$ cat src/rtl/vga_scan_generator.sv
// VGA raster timing source: 25 MHz pixel enable derived from a 50 MHz clock,
// pixel/line counters, registered active-low syncs, blanking and scan strobes.
module vga_scan_generator #(
  parameter int unsigned H_VIS  = 640,
  parameter int unsigned H_FP   = 16,
  parameter int unsigned H_SYNC = 96,
  parameter int unsigned H_BP   = 48,
  parameter int unsigned V_VIS  = 480,
  parameter int unsigned V_FP   = 10,
  parameter int unsigned V_SYNC = 2,
  parameter int unsigned V_BP   = 33
) (
  input  logic       CLK,
  input  logic       Reset,
  output logic [9:0] VGA_X,
  output logic [9:0] VGA_Y,
  output logic       VGA_HS,
  output logic       VGA_VS,
  output logic       VGA_BLANK_N,
  output logic       VGA_SYNC_N,
  output logic       pixel_tick,
  output logic       line_start,
  output logic       frame_start,
  output logic [7:0] frame_count
);

  localparam logic [9:0] H_LAST    = 10'(H_VIS + H_FP + H_SYNC + H_BP - 1);
  localparam logic [9:0] V_LAST    = 10'(V_VIS + V_FP + V_SYNC + V_BP - 1);
  localparam logic [9:0] H_VIS_END = 10'(H_VIS);
  localparam logic [9:0] V_VIS_END = 10'(V_VIS);
  localparam logic [9:0] HS_BEG    = 10'(H_VIS + H_FP);
  localparam logic [9:0] HS_END    = 10'(H_VIS + H_FP + H_SYNC);
  localparam logic [9:0] VS_BEG    = 10'(V_VIS + V_FP);
  localparam logic [9:0] VS_END    = 10'(V_VIS + V_FP + V_SYNC);

  logic       ph;
  logic [9:0] hc, vc;
  logic [9:0] hc_nxt, vc_nxt;
  logic       h_wrap, f_wrap;

  // NOTE: every always_comb output gets a default first so no path can infer a latch.
  always_comb begin
    hc_nxt = hc;
    vc_nxt = vc;
    h_wrap = ph && (hc == H_LAST);
    f_wrap = h_wrap && (vc == V_LAST);
    if (ph) begin
      hc_nxt = h_wrap ? 10'd0 : hc + 10'd1;
      if (h_wrap) begin
        vc_nxt = (vc == V_LAST) ? 10'd0 : vc + 10'd1;
      end
    end
  end

  // Syncs and blank are derived from the next-state counters so they land on
  // the same edge as the coordinates they describe.
  // NOTE: sequential state uses non-blocking assignments so all registers see pre-edge values.
  always_ff @(posedge CLK or posedge Reset) begin
    if (Reset) begin
      ph          <= 1'b0;
      hc          <= '0;
      vc          <= '0;
      frame_count <= '0;
      VGA_HS      <= 1'b1;
      VGA_VS      <= 1'b1;
      VGA_BLANK_N <= 1'b1;
      line_start  <= 1'b0;
      frame_start <= 1'b0;
    end else begin
      ph          <= ~ph;
      hc          <= hc_nxt;
      vc          <= vc_nxt;
      VGA_HS      <= !((hc_nxt >= HS_BEG) && (hc_nxt < HS_END));
      VGA_VS      <= !((vc_nxt >= VS_BEG) && (vc_nxt < VS_END));
      VGA_BLANK_N <= (hc_nxt < H_VIS_END) && (vc_nxt < V_VIS_END);
      // Strobes fire only on an actual wrap, so the reset-produced (0,0) never pulses.
      line_start  <= h_wrap;
      frame_start <= f_wrap;
      if (f_wrap) begin
        frame_count <= frame_count + 8'd1;
      end
    end
  end

  assign VGA_X      = hc;
  assign VGA_Y      = vc;
  assign pixel_tick = ph;
  assign VGA_SYNC_N = 1'b0;

endmodule

$ cat config.mk
export PLATFORM = sky130hd
export DESIGN_NAME = vga_scan_generator
export DESIGN_NICKNAME = d
export VERILOG_FILES = /design/src/rtl/vga_scan_generator.sv
export SDC_FILE = /design/constraint.sdc
export NUM_CORES = 1
export LEC_CHECK = 0
export BUFFER_PORTS_ARGS = -buffer_cell sky130_fd_sc_hd__buf_2
export CORE_MARGIN = 1.5
export CORE_UTILIZATION = 35
export DETAILED_ROUTE_END_ITERATION = 6
export SLEW_MARGIN = 25
export SYNTH_ARGS = -nofsm -noshare
export SYNTH_HDL_FRONTEND = slang
export SYNTH_SLANG_ARGS = --single-unit
$ cat constraint.sdc
create_clock -name CLK -period 3.2 [get_ports CLK]
set_clock_uncertainty 0.1 [all_clocks]
set_input_delay 0.64 -clock CLK [delete_from_list [all_inputs] [get_ports CLK]]
set_output_delay 0.64 -clock CLK [all_outputs]
set_load 0.005 [all_outputs]
======== Word level (Yosys, flattened, before mapping) ========
Index checks and enable logic that the tools add are counted.
cells by class
  add/sub/neg operators ................... 3
  $lt $le $gt $ge ......................... 6
  equality and inequality tests ........... 2
  multiplexer cells ....................... 5
  bitwise operators ....................... 1
  reduce and logical (&&, ||, !) cells .... 7
operators with widths
  kind                                                                            count
  10-bit two-way mux                                                              5
  10-bit by 1-bit adder with 10-bit output (second input constant)                2
  10-bit == test (second input constant)                                          2
  10-bit less-than comparator (second input constant)                             2
  10-bit by 9-bit less-than comparator with 1-bit output (second input constant)  2
  10-bit >= comparator (second input constant)                                    1
  10-bit by 9-bit >= comparator with 1-bit output (second input constant)         1
  8-bit by 1-bit adder with 8-bit output (second input constant)                  1
  1-bit logical AND                                                               5
  1-bit logical NOT                                                               2
  1-bit inverter                                                                  1
word-level totals
  register bits after elaboration ......... 34
  logic and storage cells ................. 33

======== Longest topological paths before layout ========
Gate-level depths: netlist of run 1.
  depth in word-level cells ............... 7
  mapped depth ............................ 7

======== Least setup slack after synthesis of run 1 ========
Ideal clock, no wire load.
  path kind ............................... register -> register
  start ................................... register hc[5], in the netlist VGA_X[5]
  end ..................................... register VGA_VS
  library setup time ...................... 93 ps
  arrival time ............................ 2,424 ps
  data required time ...................... 3,007 ps
  slack ................................... 584 ps
  stages on the path, launching flop included .. 7
  buffers on the path ..................... 1
  cells stage by stage .................... dfrtp_1 or4b_4 or4_4 buf_6 or4_4 a22oi_2 nand4_1
between the ends
  cells in the longest elaborated chain, start to end .. 7
RTL lines
  element                                                                                                                    line  text
  from (decl)                                                                                                                37    logic [9:0] hc, vc;
  from (signal assigned)                                                                                                     71    hc <= hc_nxt;
  10-bit == test *                                                                                                           45    h_wrap = ph && (hc == H_LAST);
  1-bit logical AND *                                                                                                        45
  10-bit two-way mux *                                                                                                       49    if (h_wrap) begin
  10-bit two-way mux *                                                                                                       47    if (ph) begin
  10-bit by 9-bit >= comparator with 1-bit output or 10-bit by 9-bit less-than comparator with 1-bit output (tied branches)  74    VGA_VS <= !((vc_nxt >= VS_BEG) && (vc_nxt < VS_END));
  1-bit logical AND *                                                                                                        74
  1-bit logical NOT *                                                                                                        74
  to (signal assigned)                                                                                                       74
  to (decl)                                                                                                                  18    output logic VGA_VS,
Mark *: on every way between the ends. The rest lies on a longest branch, timed or not.
A chain may end at the register's enable or synchronous reset.

======== Final worst setup path of run 1 ========
Same ends and word-level chain as after synthesis.

==> metrics.cfg, run 1 <==
[outcome]
outcome=finished clean

[setup_path]
rr_worst_depth=5
path_class=reg -> reg
rr_endpoint=VGA_VS
end_kind=flip-flop
timing.rr.start=VGA_X[5]
worstSetupStartpointType=flip-flop
required_ns=3.30
worst-path-max-fanout=10
r2r_slack_ns=0.54
arrival_ns=2.76

[finish]
layout_common_cells=35 x buf_2, 31 x dfrtp_1, 16 x nand2_1
syn_to_final_growth_pct=18.7
register_area_um2=855
antenna_cells_inserted=0
nNetsFinal=216
layout_commonest_cell=buf_2
fin_util_pct=43.3
multiInputGateArea_um2=803
drive_gt1_share_pct=28.1
final.fill_count=490

[sta]
finalSetupViolations=0
max_slew_margin_pct=55.7
finalMaxSlewViolations=0
timing.final.crit_share_pct=83.2
hold_viol=0
hold_slack_ns=0.341
rsz0062_at_grt=false
finalCriticalPeriod_ns=2.66
finalSetupTns_ns=0
fmax_mhz=376
worst_pin_slew_ns=0.663

[clocking]
clk_latency_ns=0.28
cts_sinks=34
cts_buffers=5
htree_levels=2
clk_path_buf_depth=2
cts_tree=done
post_cts_buffers=0
cts_hold_buf=0
clockRootBuffer=clkbuf_8
cts_resized=0
clkTransAtPathRegs_ns=0.07

[power]
p_seq_share_pct=58.3
swShare_pct=21.2
power.leakage_nw=1.00
internal-power_uw=581
p_sw_uw=156
p_clk_share_pct=40.3
power_density_nw_per_um2=358
ir_worst_vdd_v=0.000231
power.share.combinational_pct=1.3

[synth]
synth-simple-area-share_pct=23.5
yosysWarningCount=0
synth_nets=176
ys_ff_latch=34
seq_area_frac_synth_pct=49.3
muxShareOfSynthArea_pct=2.45
synth_xor_area_share_pct=7.08
synth-main-ff-cell=dfrtp_1
synthAdderAreaFrac_pct=2.89
synth-edff-count=0
synth.avg_cell_area_um2=10.2
synth.cell_area_um2=1730
synthArstFlopShare_pct=100
synthCells=170
synth_top_family_by_area=simple AND/OR/NAND/NOR gates
synth_compound_area_share_pct=10.2
synthDistinctLibCells=46

[global_route]
grt_max_degree=19
overflow=0
antenna_found_initial=0
grt_pass1_vias=1271
gr-usage-all-layers_pct=14.2
grt_pass1_wl_um=5860

[floorplanning]
fp.dieH_um=73.4
die_w_um=73.4
ios=37
die-area_um2=5380
num_rows=25
coreArea_um2=4750
initial_core_util_pct=36.4

[route]
drc=0
ant_nets=0
first_pass_iters=4
wire_per_inst_um=13.1
drtIter0Drc=84
drt_wl_total_um=3640
route.vias.total=1397
viasPerCell=5.04

[placement]
hpwl_um=2660
io_buffers=35
gp_congestion=0.829

[job]
maxCapViolations=0

[worst_hold_path]
hold_path.class=in -> async

power groups by stage:
stage / clock (mW) / combinational (mW) / sequential [mW]
3_5_place_dp: 0 / 0.0107 / 0.438
5_1_grt: 0.320 / 0.0121 / 0.430
6_report: 0.297 / 0.00994 / 0.430
4_1_cts: 0.308 / 0.0107 / 0.430
3_3_place_gp: 0 / 0.0108 / 0.438
2_1_floorplan: 0 / 0.00744 / 0.438
kinds of logic after synthesis:
logic type,count (synthesis)
compound gates,24
xor+xnor,14
fa+ha+maj,4
buf+inv,17
flops,34
mux,4
other cells,1
simple gates,72
how the worst max path moves through the flow:
stage / start / slack (ns) / end / depth (start not counted)
3_3_place_gp: VGA_X[5] / 0.58 / VGA_VS / 5
5_1_grt: VGA_X[7] / 0.46 / VGA_VS / 6
4_1_cts: VGA_X[7] / 0.53 / VGA_VS / 5
6_report: VGA_X[5] / 0.54 / VGA_VS / 5
2_1_floorplan: VGA_X[5] / 0.58 / VGA_VS / 6
3_5_place_dp: VGA_X[7] / 0.54 / VGA_VS / 5
synthesized netlist by cell type (2+ instances only):
| library cell | count | area [µm²] |
|---|---|---|
| or3_1 | 4 | 25.0 |
| nor2_1 | 9 | 33.8 |
| o31ai_1 | 2 | 15.0 |
| dfrtp_1 | 31 | 776 |
| inv_1 | 12 | 45.0 |
| ha_1 | 4 | 50.1 |
| nor4_1 | 4 | 25.0 |
| nand4_1 | 11 | 68.8 |
| nand2_1 | 16 | 60.1 |
| and4_1 | 2 | 17.5 |
| dfstp_2 | 3 | 78.8 |
| or3_2 | 3 | 22.5 |
| nand3_1 | 7 | 35.0 |
| o31a_1 | 2 | 17.5 |
| a21oi_1 | 2 | 10.0 |
| mux2_2 | 2 | 22.5 |
| xnor2_1 | 4 | 35.0 |
| xor2_1 | 10 | 87.6 |
| nor3_1 | 6 | 30.0 |
| or4_4 | 2 | 22.5 |
| mux2i_1 | 2 | 20.0 |
| clkbuf_1 | 2 | 7.51 |
| o21ai_0 | 7 | 35.0 |
critical path: stages, from the launching register on:
cell and delay, ns:
dfrtp_1 0.45, or4b_4 0.58, or4_4 0.60, or4_4 0.54
a22oi_2 0.19, nand4_1 0.11
sequential cells by signal (all words and copies together) (netlist names):
register and count:
VGA_BLANK_N 1, VGA_HS 1, frame_start 1, pixel_tick 1, VGA_VS 1, line_start 1, VGA_X 10, VGA_Y 10
frame_count 8
cell type report:
type / count / share of cell area, %
clock buffer: 7 / 3.71
tap: 67 / 4.08
timing repair buffer: 37 / 9.25
multi-input combinational: 119 / 39.1
sequential: 34 / 41.5
inverter: 13 / 2.37
per-stage QoR:
step	setup slack [ns]	cells	power [mW]	cell area [µm²]
final	0.538	277	0.737	2060
after global routing	0.459	277	0.761	2060
after CTS	0.533	277	0.749	2060
after detailed placement	0.541	270	0.449	1980
after global placement	0.582	270	0.449	1980
after floorplan	0.584	170	0.445	1730
routing by layer:
metal  vias to the layer above  global-route usage [%]  part of all wire, %
li1                        682                       -                    -
met4                         0                    4.94                  1.2
met1                       671                    19.2                   48
met3                         6                    4.66                  5.0
met5                         -                       0                    0
met2                        38                    21.4                   45
Power figures use the tool's default switching activity.
==> inputs of run 2 (changes only) <==
==> constraint.sdc (replaced) <==
create_clock -name CLK -period 2.25 [get_ports CLK]
set_clock_uncertainty 0.1 [all_clocks]
set_input_delay 0.45 -clock CLK [delete_from_list [all_inputs] [get_ports CLK]]
set_output_delay 0.45 -clock CLK [all_outputs]
set_load 0.005 [all_outputs]
==> run 2 against run 1 <==
Net effect:
- the run now ends with setup timing left
- fmax rose by 12%
- final area rose by 20%
- power rose by 59%
- utilization rose by 8.6 points
- setup slack got worse by 0.67 ns
- hold slack got worse by 0.19 ns
- first-iteration DRC count fell by 3.6%
- clock power rose by 84%
- cell count rose by 14%
- global-route usage rose by 3.1 points
- via count rose by 13%
==> metrics.cfg, run 2 (synthesis gave the netlist of run 1 again) <==
[setup_path]
end_kind=flip-flop
cpPeakStageDelay_ns=0.55  ; -0.05 ns
crit_chain=or4b_4, or4_4, o31a_1, a22o_1, a211oi_2
critPathBufInv=0  ; unchanged
crit_slowest_cell=or4b_4
path_depth=5  ; unchanged
cp-endpoint=VGA_BLANK_N
cp_top_family=simple AND/OR/NAND/NOR gates
worstSetupStartpointType=flip-flop
required_ns=2.35  ; -0.95 ns
worst-path-max-fanout=7  ; -3
r2r_slack_ns=-0.13  ; -0.67 ns
path_class=reg -> reg
timing.rr.start=VGA_X[5]
crit_path_start=VGA_X[5]
rr_worst_depth=5  ; unchanged
rr_endpoint=VGA_BLANK_N
arrival_ns=2.49  ; -0.27 ns

[power]
power.leakage_nw=1.22  ; +22%
power.share.combinational_pct=1.2  ; about the same
power_density_nw_per_um2=475  ; +33%
p_clk_share_pct=46.6  ; +6.3 points
ir_worst_vdd_v=0.000386  ; +67%
p_sw_uw=232  ; +48%
swShare_pct=19.8  ; -1.4 points
internal-power_uw=939  ; +62%
power_mw=1.17  ; +59%
p_seq_share_pct=52.2  ; -6.1 points

[floorplanning]
coreArea_um2=4750  ; unchanged
ios=37  ; unchanged
die_w_um=73.4  ; unchanged
fp.dieH_um=73.4  ; unchanged
initial_core_util_pct=36.4  ; unchanged
die-area_um2=5380  ; unchanged
num_rows=25  ; unchanged

[placement]
io_buffers=35  ; unchanged
place_ws_ns=-0.140  ; -0.681 ns
dp_cells=305  ; +13%
hpwl_um=3190  ; +20%
gp_congestion=0.840  ; +1.3%

[clocking]
cts_hold_buf=0  ; unchanged
clk_path_buf_depth=2  ; unchanged
htree_levels=2  ; unchanged
cts_sinks=34  ; unchanged
cts_buffers=5  ; unchanged
clockRootBuffer=clkbuf_8
cts_tree=done
clkTransAtPathRegs_ns=0.07  ; about the same
clk_latency_ns=0.28  ; about the same

[route]
drc=0  ; unchanged
route.vias.total=1580  ; +13%
first_pass_iters=4  ; unchanged
drtIter0Drc=81  ; -3.6%
ant_nets=0  ; unchanged
wire_per_inst_um=13.9  ; +5.8%
viasPerCell=5.02  ; -0.54%
drt_wl_total_um=4370  ; +20%

[sta]
finalCriticalPeriod_ns=2.38  ; -0.277 ns
worst_slack_ns=-0.135  ; -0.673 ns
rsz0062_at_grt=true
fmax_mhz=419  ; +12%
timing.final.crit_share_pct=106  ; +23 points
hold_viol=0  ; unchanged
finalSetupViolations=2  ; +2
finalMaxSlewViolations=0  ; unchanged

[finish]
layout_commonest_cell=buf_4
syn_to_final_growth_pct=42.2
fin_cells=315  ; +14%
drive_gt1_share_pct=44.4  ; +16 points
antenna_cells_inserted=0  ; unchanged
fin_util_pct=51.8  ; +8.6 points
nNetsFinal=253  ; +17%
layout_common_cells=37 x buf_4, 35 x buf_2, 30 x dfrtp_1

[global_route]
overflow=0  ; unchanged
grt_pass1_wl_um=7130  ; +22%
grt_pass1_vias=1494  ; +18%
antenna_found_initial=0  ; unchanged
gr-usage-all-layers_pct=17.3  ; +3.1 points
grt_max_degree=35  ; +16

[job]
maxCapViolations=0  ; unchanged

[worst_hold_path]
hold_path.class=in -> async

[outcome]
failed_checks=setup timing
outcome=finished with violations

run 2: cell count changes in the layout (fill, tap and decap cells not counted), sizes merged:
cell | previous run | this run
buf | 37 | 74
clkbuf | 7 | 5
bufinv | 0 | 1
clkinv | 1 | 2
inv | 12 | 13
run 2: layout make-up:
cell class	instances	area, µm²
Clock buffer	5	68.8
Inverter	13	51.3
Multi-Input combinational cell	119	890
Tap cell	67	83.8
Clock inverter	3	40.0
Timing Repair Buffer	74	475
Fill cell	463	2290
Sequential cell	34	856
run 2: how the worst min path moves through the flow:
stage / from / to / slack, ns
2_1_floorplan: frame_count[7] / frame_count[7] / 0.36
3_3_place_gp: frame_count[7] / frame_count[7] / 0.35
3_5_place_dp: frame_count[7] / frame_count[7] / 0.35
4_1_cts: Reset / line_start / 0.16
5_1_grt: Reset / frame_count[0] / 0.21
6_report: Reset / VGA_Y[9] / 0.15
run 2: repair_timing:
action	CTS	global route
pin swaps	3	4
cloned	0	0
setup endpoints to repair	8	13
resized for setup	2	14
buffers inserted	1	1
run 2: power groups by stage:
stage               clock, mW  sequential [mW]  combinational [mW]
floorplan                   0            0.623              0.0106
global placement            0            0.623              0.0151
detailed placement          0            0.623              0.0151
CTS                     0.558            0.611              0.0151
global route            0.584            0.611              0.0175
finish                  0.546            0.611              0.0141
run 2: tightest hold or removal path, stage by stage:
cell	delay, ns
buf_2	0.09
inv_1	0.04
buf_4	0.38
run 2: metal layers:
metal,track usage [%],routed length [µm]
met5,0,0
met3,5.08,182
met2,28.0,2160
met1,23.0,1990
met4,4.32,41
run 2: stage by stage:
stage                     TNS, ns  cell area [µm²]  hold slack, ns
after floorplan            -0.442             1760           0.365
after global placement     -0.213             2270           0.352
after detailed placement   -0.384             2270           0.352
after CTS                  -0.356             2390           0.156
after global routing       -0.567             2460           0.210
final                      -0.230             2460           0.149
==> inputs of run 3 (changes only) <==
--- a/config.mk
+++ b/config.mk
@@ -9,7 +9,7 @@
 export CORE_MARGIN = 1.5
 export CORE_UTILIZATION = 35
 export DETAILED_ROUTE_END_ITERATION = 6
-export SLEW_MARGIN = 25
+export SLEW_MARGIN = 20
 export SYNTH_ARGS = -nofsm -noshare
 export SYNTH_HDL_FRONTEND = slang
 export SYNTH_SLANG_ARGS = --single-unit
==> constraint.sdc (replaced) <==
create_clock -name CLK -period 2.25 [get_ports CLK]
set_clock_uncertainty 0.1 [all_clocks]
set_input_delay 0.225 -clock CLK [delete_from_list [all_inputs] [get_ports CLK]]
set_output_delay 0.225 -clock CLK [all_outputs]
set_load 0.005 [all_outputs]
==> run 3 against run 2 <==
Net effect:
- the run still ends with setup timing left
- first-iteration DRC count rose by 2.5%
- clock power hardly changed
- critical path depth is the same
- hold slack improved by 0.21 ns
- die area unchanged
- register-to-register slack about the same
- setup slack got worse by 0.0014 ns
- critical path type unchanged
==> metrics.cfg, run 3 (synthesis gave the netlist of run 1 again) <==
[setup_path]
rr_endpoint=VGA_BLANK_N
worst-path-max-fanout=7  ; unchanged
r2r_slack_ns=-0.14  ; about the same
rr_worst_depth=5  ; unchanged
worstSetupStartpointType=flip-flop
arrival_ns=2.49  ; about the same
required_ns=2.35  ; about the same
timing.rr.start=VGA_X[5]
crit_path_start=VGA_X[5]
cp-endpoint=VGA_BLANK_N
end_kind=flip-flop
path_class=reg -> reg

[power]
power.leakage_nw=1.23  ; +0.34%
power_density_nw_per_um2=474  ; -0.24%
ir_worst_vdd_v=0.000386  ; about the same

[finish]
antenna_cells_inserted=0  ; unchanged
drive_gt1_share_pct=44.2  ; -0.18 points
layout_common_cells=37 x buf_4, 35 x buf_2, 30 x dfrtp_1
layout_commonest_cell=buf_4
nNetsFinal=254  ; +0.40%
fin_area_um2=2470  ; +0.41%
fin_cells=316  ; +0.32%
fin_util_pct=52.1  ; +0.21 points
final.fill_count=462  ; -0.22%
syn_to_final_growth_pct=42.8

[outcome]
outcome=finished with violations
failed_checks=setup timing

[route]
viasPerCell=4.97  ; -0.82%
drt_wl_total_um=4380  ; +0.16%
drc=0  ; unchanged
route.vias.total=1572  ; -0.51%
first_pass_iters=4  ; unchanged
drtIter0Drc=83  ; +2.5%
ant_nets=0  ; unchanged
wire_per_inst_um=13.9  ; -0.16%

[sta]
worst_slack_ns=-0.136  ; -0.00140 ns
finalSetupViolations=2  ; unchanged
finalCriticalPeriod_ns=2.39  ; +0.00140 ns
rsz0062_at_grt=true
timing.final.crit_share_pct=106  ; about the same
finalMaxSlewViolations=0  ; unchanged
hold_viol=0  ; unchanged
fmax_mhz=419  ; about the same

[clocking]
clk_latency_ns=0.28  ; about the same
cts_sinks=34  ; unchanged
clkTransAtPathRegs_ns=0.07  ; about the same
cts_buffers=5  ; unchanged
htree_levels=2  ; unchanged
clk_path_buf_depth=2  ; unchanged
clockRootBuffer=clkbuf_8
cts_tree=done

[placement]
dpl_cell_area_um2=2270  ; unchanged
io_buffers=35  ; unchanged
dp_cells=305  ; unchanged
gp_congestion=0.840  ; unchanged
hpwl_um=3190  ; unchanged

[floorplanning]
die-area_um2=5380  ; unchanged
coreArea_um2=4750  ; unchanged
fp.dieH_um=73.4  ; unchanged
initial_core_util_pct=36.4  ; unchanged
ios=37  ; unchanged
num_rows=25  ; unchanged
die_w_um=73.4  ; unchanged

[job]
maxCapViolations=0  ; unchanged

[worst_hold_path]
hold_path.class=reg -> reg
min_from=frame_count[7]

[global_route]
grt_pass1_vias=1494  ; unchanged
grt_pass1_wl_um=7130  ; unchanged
antenna_found_initial=0  ; unchanged
gr-usage-all-layers_pct=17.3  ; unchanged
overflow=0  ; unchanged
grt_max_degree=35  ; unchanged

[run 3: cell types whose count changed in the layout (fill, tap and decap cells not counted), sizes merged]
cell         previous run  this run
dlygate4sd3             0         1
[run 3: worst min-delay path by stage]
stage,to,slack (ns),cells past startpoint
CTS,frame_count[7],0.37,1
floorplan,VGA_X[0],0.26,1
global route,frame_count[7],0.38,1
detailed placement,line_start,0.24,3
finish,frame_count[7],0.36,1
global placement,line_start,0.24,3
[run 3: metal layers]
layer / wire length, µm / part of all wire, % / up-vias / GRT usage (%)
met5: 0 / 0 / - / 0
met4: 32 / 0.73 / 0 / 4.32
met3: 221 / 5.0 / 4 / 5.08
met2: 2170 / 50 / 38 / 28.0
met1: 1960 / 45 / 768 / 23.0
li1: - / - / 762 / -
[run 3: area by class of cell]
type                    instances  area (µm²)  area share, %
clock inverters                 3        40.0           1.62
inverters                      13        51.3           2.07
well taps                      67        83.8           3.39
flip-flops and latches         34         856           34.6
multi-input cells             119         890           35.9
clock buffers                   5        68.8           2.78
repair buffers                 75         485           19.6
[run 3: through the flow]
| stage | setup TNS, ns | setup WS, ns | total power [mW] | hold slack, ns |
|---|---|---|---|---|
| 2_1_floorplan | -0.442 | -0.169 | 0.633 | 0.264 |
| 3_3_place_gp | -0.213 | -0.117 | 0.638 | 0.241 |
| 3_5_place_dp | -0.384 | -0.140 | 0.638 | 0.244 |
| 4_1_cts | -0.356 | -0.138 | 1.19 | 0.366 |
| 5_1_grt | -0.567 | -0.185 | 1.21 | 0.378 |
| 6_report | -0.233 | -0.136 | 1.17 | 0.358 |
[run 3: timing repair]
action,CTS,global route
buffers inserted,1,1
endpoints found under the setup margin,8,13
hold buffers,1,0
resized for setup,2,14
pin swaps,3,4
hold endpoints to repair,31,0
[run 3: critical path, stage by stage, from the launching register on]
cell      delay (ns)
dfrtp_2         0.40
or4b_4          0.55
or4_4           0.49
o31a_1          0.27
a22o_1          0.26
a211oi_2        0.23
[run 3: where the power goes]
group | internal, mW | switching [mW] | total, mW
Sequential | 0.611 | 0 | 0.611
Combinational | 0.00301 | 0.0124 | 0.0154
Clock | 0.326 | 0.220 | 0.546
Total | 0.940 | 0.233 | 1.17
